[src/rtl/axi_gpio_pwm_if.sv]
// AXI4-Lite control-bus bundle for the GPIO/PWM peripheral; pure wiring, no latency.
// Slave drives the ready/valid-response side, master drives address/data/valid.
interface axi_gpio_pwm_if;
   logic [3:0]  AWADDR;
   logic        AWVALID;
   logic        AWREADY;
   logic [31:0] WDATA;
   logic [3:0]  WSTRB;
   logic        WVALID;
   logic        WREADY;
   logic [1:0]  BRESP;
   logic        BVALID;
   logic        BREADY;
   logic [3:0]  ARADDR;
   logic        ARVALID;
   logic        ARREADY;
   logic [31:0] RDATA;
   logic [1:0]  RRESP;
   logic        RVALID;
   logic        RREADY;

   modport slave (
      input  AWADDR, AWVALID, WDATA, WSTRB, WVALID, BREADY, ARADDR, ARVALID, RREADY,
      output AWREADY, WREADY, BRESP, BVALID, ARREADY, RDATA, RRESP, RVALID
   );

   modport master (
      output AWADDR, AWVALID, WDATA, WSTRB, WVALID, BREADY, ARADDR, ARVALID, RREADY,
      input  AWREADY, WREADY, BRESP, BVALID, ARREADY, RDATA, RRESP, RVALID
   );
endinterface

[src/rtl/axi_gpio_pwm.sv]
// AXI4-Lite GPIO + PWM peripheral: B and R valid one cycle after the AW/W or AR ready pulse.
// No new write while BVALID is pending and no new read while RVALID is pending; responses hold until accepted.
module axi_gpio_pwm (
   input  logic                  ACLK,
   input  logic                  ARESET_N,
   axi_gpio_pwm_if.slave         s_axi,
   input  logic [7:0]            gpio_in,
   output logic [7:0]            gpio_out,
   output logic                  pwm_out
);

   logic        aw_rdy_q, aw_rdy_d;
   logic        b_vld_q, b_vld_d;
   logic        ar_rdy_q, ar_rdy_d;
   logic        r_vld_q, r_vld_d;
   logic [31:0] rdata_q, rdata_d;
   logic [7:0]  gpo_q, gpo_d;
   logic [31:0] duty_q, duty_d;
   logic [31:0] period_q, period_d;
   logic [31:0] cnt_q, cnt_d;
   logic        pwm_q, pwm_d;
   logic [7:0]  sync1_q, sync2_q;
   logic [31:0] rd_mux;
   logic        wr_fire;
   logic        rd_fire;
   logic        unused_addr_bits;

   assign wr_fire = aw_rdy_q && s_axi.AWVALID && s_axi.WVALID;
   assign rd_fire = ar_rdy_q && s_axi.ARVALID;
   assign unused_addr_bits = ^{s_axi.AWADDR[1:0], s_axi.ARADDR[1:0]};

   function automatic logic [31:0] merge_lanes(input logic [31:0] old_val,
                                               input logic [31:0] new_val,
                                               input logic [3:0]  strb);
      logic [31:0] res;
      res = old_val;
      for (int i = 0; i < 4; i++) begin
         if (strb[i]) res[8*i +: 8] = new_val[8*i +: 8];
      end
      return res;
   endfunction

   always_comb begin
      aw_rdy_d = 1'b0;
      b_vld_d  = b_vld_q;
      ar_rdy_d = 1'b0;
      r_vld_d  = r_vld_q;
      rdata_d  = rdata_q;
      gpo_d    = gpo_q;
      duty_d   = duty_q;
      period_d = period_q;
      cnt_d    = cnt_q;
      pwm_d    = 1'b0;
      rd_mux   = 32'h0;

      // Write path: one-cycle ready pulse, response held until BREADY
      aw_rdy_d = s_axi.AWVALID && s_axi.WVALID && !b_vld_q && !aw_rdy_q;
      if (wr_fire) begin
         b_vld_d = 1'b1;
         case (s_axi.AWADDR[3:2])
            2'd0: if (s_axi.WSTRB[0]) gpo_d = s_axi.WDATA[7:0];
            2'd2: duty_d   = merge_lanes(duty_q, s_axi.WDATA, s_axi.WSTRB);
            2'd3: period_d = merge_lanes(period_q, s_axi.WDATA, s_axi.WSTRB);
            default: ;
         endcase
      end else if (b_vld_q && s_axi.BREADY) begin
         b_vld_d = 1'b0;
      end

      // Read path samples current register values, so a same-cycle write is not seen
      case (s_axi.ARADDR[3:2])
         2'd0:    rd_mux = {24'h0, gpo_q};
         2'd1:    rd_mux = {24'h0, sync2_q};
         2'd2:    rd_mux = duty_q;
         default: rd_mux = period_q;
      endcase
      ar_rdy_d = s_axi.ARVALID && !r_vld_q && !ar_rdy_q;
      if (rd_fire) begin
         r_vld_d = 1'b1;
         rdata_d = rd_mux;
      end else if (r_vld_q && s_axi.RREADY) begin
         r_vld_d = 1'b0;
      end

      // A count at or past the period boundary (including after a shrink) wraps to 0
      if (period_q == 32'h0) begin
         cnt_d = 32'h0;
         pwm_d = 1'b0;
      end else begin
         cnt_d = (cnt_q >= period_q - 32'd1) ? 32'h0 : cnt_q + 32'd1;
         pwm_d = (cnt_q < duty_q);
      end
   end

   always_ff @(posedge ACLK) begin
      if (ARESET_N) begin
         aw_rdy_q <= 1'b0;
         b_vld_q  <= 1'b0;
         ar_rdy_q <= 1'b0;
         r_vld_q  <= 1'b0;
         rdata_q  <= 32'h0;
         gpo_q    <= 8'h0;
         duty_q   <= 32'h0;
         period_q <= 32'h0;
         cnt_q    <= 32'h0;
         pwm_q    <= 1'b0;
         sync1_q  <= 8'h0;
         sync2_q  <= 8'h0;
      end else begin
         aw_rdy_q <= aw_rdy_d;
         b_vld_q  <= b_vld_d;
         ar_rdy_q <= ar_rdy_d;
         r_vld_q  <= r_vld_d;
         rdata_q  <= rdata_d;
         gpo_q    <= gpo_d;
         duty_q   <= duty_d;
         period_q <= period_d;
         cnt_q    <= cnt_d;
         pwm_q    <= pwm_d;
         sync1_q  <= gpio_in;
         sync2_q  <= sync1_q;
      end
   end

   assign s_axi.AWREADY = aw_rdy_q;
   assign s_axi.WREADY  = aw_rdy_q;
   assign s_axi.BVALID  = b_vld_q;
   assign s_axi.BRESP   = 2'b00;
   assign s_axi.ARREADY = ar_rdy_q;
   assign s_axi.RVALID  = r_vld_q;
   assign s_axi.RDATA   = rdata_q;
   assign s_axi.RRESP   = 2'b00;
   assign gpio_out      = gpo_q;
   assign pwm_out       = pwm_q;

endmodule

[src/flat_wrapper.sv]
// flat-port wrapper written by rule: the top's interface ports become plain ports
module axi_gpio_pwm_flat 
  (ACLK, ARESET_N, gpio_in, gpio_out, pwm_out, s_axi_AWADDR, s_axi_AWVALID, s_axi_WDATA, s_axi_WSTRB, s_axi_WVALID, s_axi_BREADY, s_axi_ARADDR, s_axi_ARVALID, s_axi_RREADY, s_axi_AWREADY, s_axi_WREADY, s_axi_BRESP, s_axi_BVALID, s_axi_ARREADY, s_axi_RDATA, s_axi_RRESP, s_axi_RVALID);
  axi_gpio_pwm_if s_axi_i ();
  input  logic ACLK;
  input  logic ARESET_N;
  input  logic [7:0] gpio_in;
  output logic [7:0] gpio_out;
  output logic pwm_out;
  input wire logic [$bits(s_axi_i.AWADDR)-1:0] s_axi_AWADDR;
  input wire logic [$bits(s_axi_i.AWVALID)-1:0] s_axi_AWVALID;
  input wire logic [$bits(s_axi_i.WDATA)-1:0] s_axi_WDATA;
  input wire logic [$bits(s_axi_i.WSTRB)-1:0] s_axi_WSTRB;
  input wire logic [$bits(s_axi_i.WVALID)-1:0] s_axi_WVALID;
  input wire logic [$bits(s_axi_i.BREADY)-1:0] s_axi_BREADY;
  input wire logic [$bits(s_axi_i.ARADDR)-1:0] s_axi_ARADDR;
  input wire logic [$bits(s_axi_i.ARVALID)-1:0] s_axi_ARVALID;
  input wire logic [$bits(s_axi_i.RREADY)-1:0] s_axi_RREADY;
  output wire logic [$bits(s_axi_i.AWREADY)-1:0] s_axi_AWREADY;
  output wire logic [$bits(s_axi_i.WREADY)-1:0] s_axi_WREADY;
  output wire logic [$bits(s_axi_i.BRESP)-1:0] s_axi_BRESP;
  output wire logic [$bits(s_axi_i.BVALID)-1:0] s_axi_BVALID;
  output wire logic [$bits(s_axi_i.ARREADY)-1:0] s_axi_ARREADY;
  output wire logic [$bits(s_axi_i.RDATA)-1:0] s_axi_RDATA;
  output wire logic [$bits(s_axi_i.RRESP)-1:0] s_axi_RRESP;
  output wire logic [$bits(s_axi_i.RVALID)-1:0] s_axi_RVALID;
  assign s_axi_i.AWADDR = s_axi_AWADDR;
  assign s_axi_i.AWVALID = s_axi_AWVALID;
  assign s_axi_i.WDATA = s_axi_WDATA;
  assign s_axi_i.WSTRB = s_axi_WSTRB;
  assign s_axi_i.WVALID = s_axi_WVALID;
  assign s_axi_i.BREADY = s_axi_BREADY;
  assign s_axi_i.ARADDR = s_axi_ARADDR;
  assign s_axi_i.ARVALID = s_axi_ARVALID;
  assign s_axi_i.RREADY = s_axi_RREADY;
  assign s_axi_AWREADY = s_axi_i.AWREADY;
  assign s_axi_WREADY = s_axi_i.WREADY;
  assign s_axi_BRESP = s_axi_i.BRESP;
  assign s_axi_BVALID = s_axi_i.BVALID;
  assign s_axi_ARREADY = s_axi_i.ARREADY;
  assign s_axi_RDATA = s_axi_i.RDATA;
  assign s_axi_RRESP = s_axi_i.RRESP;
  assign s_axi_RVALID = s_axi_i.RVALID;
  axi_gpio_pwm u_core (.ACLK(ACLK), .ARESET_N(ARESET_N), .s_axi(s_axi_i), .gpio_in(gpio_in), .gpio_out(gpio_out), .pwm_out(pwm_out));
endmodule
[config.mk]
export PLATFORM = sky130hd
export DESIGN_NAME = axi_gpio_pwm_flat
export DESIGN_NICKNAME = d
export VERILOG_FILES = /design/src/rtl/axi_gpio_pwm_if.sv /design/src/rtl/axi_gpio_pwm.sv /design/src/flat_wrapper.sv
export SDC_FILE = /design/constraint.sdc
export NUM_CORES = 1
export LEC_CHECK = 0
export CELL_PAD_IN_SITES_DETAIL_PLACEMENT = 0
export CELL_PAD_IN_SITES_GLOBAL_PLACEMENT = 1
export CORE_MARGIN = 2
export CORE_UTILIZATION = 39
export CTS_BUF_LIST = sky130_fd_sc_hd__clkbuf_4
export DETAILED_ROUTE_END_ITERATION = 10
export PLACE_DENSITY_LB_ADDON = 0.1
export SYNTH_ARGS = -nofsm -noshare
export SYNTH_HDL_FRONTEND = slang
export SYNTH_SLANG_ARGS = --single-unit
[constraint.sdc]
create_clock -name ACLK -period 3.64 [get_ports ACLK]
set_input_delay 1.092 -clock ACLK [delete_from_list [all_inputs] [get_ports ACLK]]
set_output_delay 1.092 -clock ACLK [all_outputs]
set_load 0.01 [all_outputs]
==> flow_metrics.env <==
export IMPL_layout_nets=1185
export IMPL_violations="setup timing"
export IMPL_fin_util_pct=49.4
export IMPL_hold_worst_slack_ns=0.457
export IMPL_insertion_delay_ns=0.57
export IMPL_routed_via_count=6765
export IMPL_root_buffer="clkbuf_4"
export IMPL_synth_area_mm2=0.00814
export IMPL_max_slew_worst_pin_slew_ns=0.732
export IMPL_netlist_instances=936
export IMPL_ir_drop_mv=0.257
export IMPL_synthTopCellsByCount="157 x dfxtp_1, 119 x nor2_1, 102 x nand2_1"
export IMPL_cp_arrival_ns=4.34
export IMPL_ctsHoldBuffers=0
export IMPL_fp_dieArea_mm2=0.0220
export IMPL_setup_violations=32
export IMPL_clk_pin_slew_ns=0.16
export IMPL_layout_drive_gt1_share_pct=12.5
export IMPL_power_mw=3.04
export IMPL_placedCellCount=1307
export IMPL_clock_sinks=157
export IMPL_hold_start="u_core.sync1_q[4]$_SDFF_PP0_"
export IMPL_h_tree_depth=4
export IMPL_drtIter0Drc=296
export IMPL_place_gp_congestion=0.770
export IMPL_antenna_found_initial=1
export IMPL_syn_to_final_growth_pct=23.7
export IMPL_cts_tree="built"
export IMPL_ant_nets=0
export IMPL_drt_vias_per_instance=5.03
export IMPL_powerDensity_mw_per_mm2=303
export IMPL_track_usage_pct=20.0
export IMPL_avgRoutedWirePerCell_um=16.3
export IMPL_fmax_ghz=0.261
export IMPL_grt_max_degree=47
export IMPL_status="finished with violations"
export IMPL_start_kind="register"
export IMPL_r2r_start="u_core.period_q[5]$_SDFFE_PP0P_"
export IMPL_crit_start="u_core.period_q[5]$_SDFFE_PP0P_"
export IMPL_setup_ws_ns=-0.190
export IMPL_synth_most_common_cell="dfxtp_1"
export IMPL_cts_made_buffers=17
export IMPL_fin_setup_tns_ns=-4.76
export IMPL_drv_slew=0
export IMPL_start_util_pct=40.0
export IMPL_synth_area_leaders="dfxtp_1 39%, ha_1 10%, mux2i_1 5.9%"
export IMPL_final_cell_area_mm2=0.0101
export IMPL_async_flop_share_pct=0
export IMPL_clk_path_buf_depth=2
export IMPL_fin_crit_sh_pct=105
export IMPL_slew_headroom_pct=51.0
export IMPL_yosys_warnings=0
export IMPL_power_leakage_nw=4.04
export IMPL_synth_edff_count=0
export IMPL_dpl_hpwl_mm=16.1
export IMPL_hold_path_class="register to register"
export IMPL_fp_dieH_um=148
export IMPL_finalHoldViolCount=0
export IMPL_avgSynthCellArea_um2=8.69
export IMPL_detailedPlace_worstSlack_ns=-0.0498
export IMPL_synth_top_area_share_pct=38.6
export IMPL_io_pins=109
export IMPL_core_area_mm2=0.0204
export IMPL_period_minus_slack_ns=3.83
export IMPL_synth_largest_area_cell="dfxtp_1"
export IMPL_ys_seq_area_share_pct=38.6
export IMPL_fin_worst_skew_ns=0.0245
export IMPL_path_class="register to register"
export IMPL_dr_pass1_iters=7
export IMPL_rsz0062_at_grt="yes"
export IMPL_endpoint_kind="register"
export IMPL_dpl_instance_area_mm2=0.00958
export IMPL_dieWidth_um=148
export IMPL_synth_seq_cells=157
export IMPL_crit_path_max_fanout=8
export IMPL_grt_pass1_vias=6436
export IMPL_grt_pass1_wl_mm=34.7
export IMPL_fin_cells=1346
export IMPL_maxCapViolCount=0
export IMPL_drc_errors=0
export IMPL_io_buffer_count=100
export IMPL_routed_wirelength_mm=21.9
export IMPL_rows=52
export IMPL_worstPathRequired_ns=4.15
export IMPL_grt_overflow=0
export IMPL_synth_distinct_cells=49
export IMPL_synthFlopType="dfxtp_1"
[layout make-up]
type / count / area (um^2)
antenna: 2 / 5.00
sequential: 157 / 3140
clock buffer: 17 / 128
clock inverter: 15 / 170
inverter: 42 / 158
timing repair buffer: 144 / 1320
multi-input combinational: 699 / 4800
tap: 270 / 338
fill: 2002 / 10300
[state kept, by name, summed over array words and instances, names as in the netlist, 8 cells and up]
signal              cells
u_core.sync1_q          8
u_core.sync2_q          8
u_core.s_axi.RDATA     32
u_core.cnt_q           32
u_core.period_q        32
u_core.gpio_out         8
u_core.duty_q          32
[repair_timing]
item | in CTS | in global routing
pin swaps | 0 | 23
gates cloned | 0 | 3
resized for setup | 0 | 30
setup buffers | 0 | 2
setup endpoints to repair | 32 | 32
[metal layers]
layer	global-route usage [%]	vias to the layer above	part of all wire (%)
met3	4.14	14	4.2
met1	29.0	3134	51
met4	4.38	0	0.99
met5	0	-	0
li1	-	3481	-
met2	30.6	136	44
[kinds of logic (layout without fill, tap and decap cells)]
logic type	Yosys count	count (layout)	synth area share [%]
other cells	1	6	0.0461
fa+ha+maj	65	65	9.99
mux	56	56	8.12
simple gates	372	372	21.9
buf+inv	86	218	4.66
xor+xnor	60	60	6.46
flops	157	157	38.6
compound gates	139	142	10.2
[worst max-delay path, stage by stage, from the launching register on]
cell      delay [ns]
dfxtp_1         0.34
or4_4           0.53
or4_4           0.51
nand2b_4        0.18
or4_4           0.48
xor2_1          0.16
ha_1            0.31
nand4_1         0.16
nor3_2          0.06
a221oi_2        0.33
o21ai_4         0.16
a211o_4         0.42
nor2_2          0.11
[final timing paths]
check                                 end  slack, ns  cells past startpoint
max reg2reg   u_core.cnt_q[27]$_SDFF_PP0_      -0.19                     12
min reg2reg  u_core.sync2_q[4]$_SDFF_PP0_       0.46                      1
min          u_core.sync2_q[4]$_SDFF_PP0_       0.46                      1
max           u_core.cnt_q[27]$_SDFF_PP0_      -0.19                     12
[power by group]
| part | leakage, nW | total, mW | switching (mW) | internal, mW |
|---|---|---|---|---|
| clock network | 0.158 | 1.09 | 0.765 | 0.324 |
| logic | 2.61 | 0.217 | 0.113 | 0.104 |
| registers | 1.27 | 1.74 | 0.00709 | 1.73 |
[placed cells by master, fill, tap and decap left out, types with 18 or more instances in the layout]
| cell type | Yosys | layout |
|---|---|---|
| dfxtp_1 | 157 | 156 |
| nor2_1 | 119 | 108 |
| nand2_1 | 102 | 102 |
| clkdlybuf4s50_1 | 0 | 98 |
| ha_1 | 65 | 65 |
| a21oi_1 | 59 | 58 |
| mux2i_1 | 48 | 48 |
| buf_4 | 6 | 45 |
| inv_1 | 42 | 42 |
| nand3_1 | 40 | 40 |
| xnor2_1 | 39 | 39 |
| o21ai_0 | 39 | 37 |
| a22oi_1 | 24 | 24 |
| xor2_1 | 21 | 21 |
| nor2_2 | 10 | 19 |
| nor2b_1 | 18 | 18 |
Power figures use the tool's default switching activity.
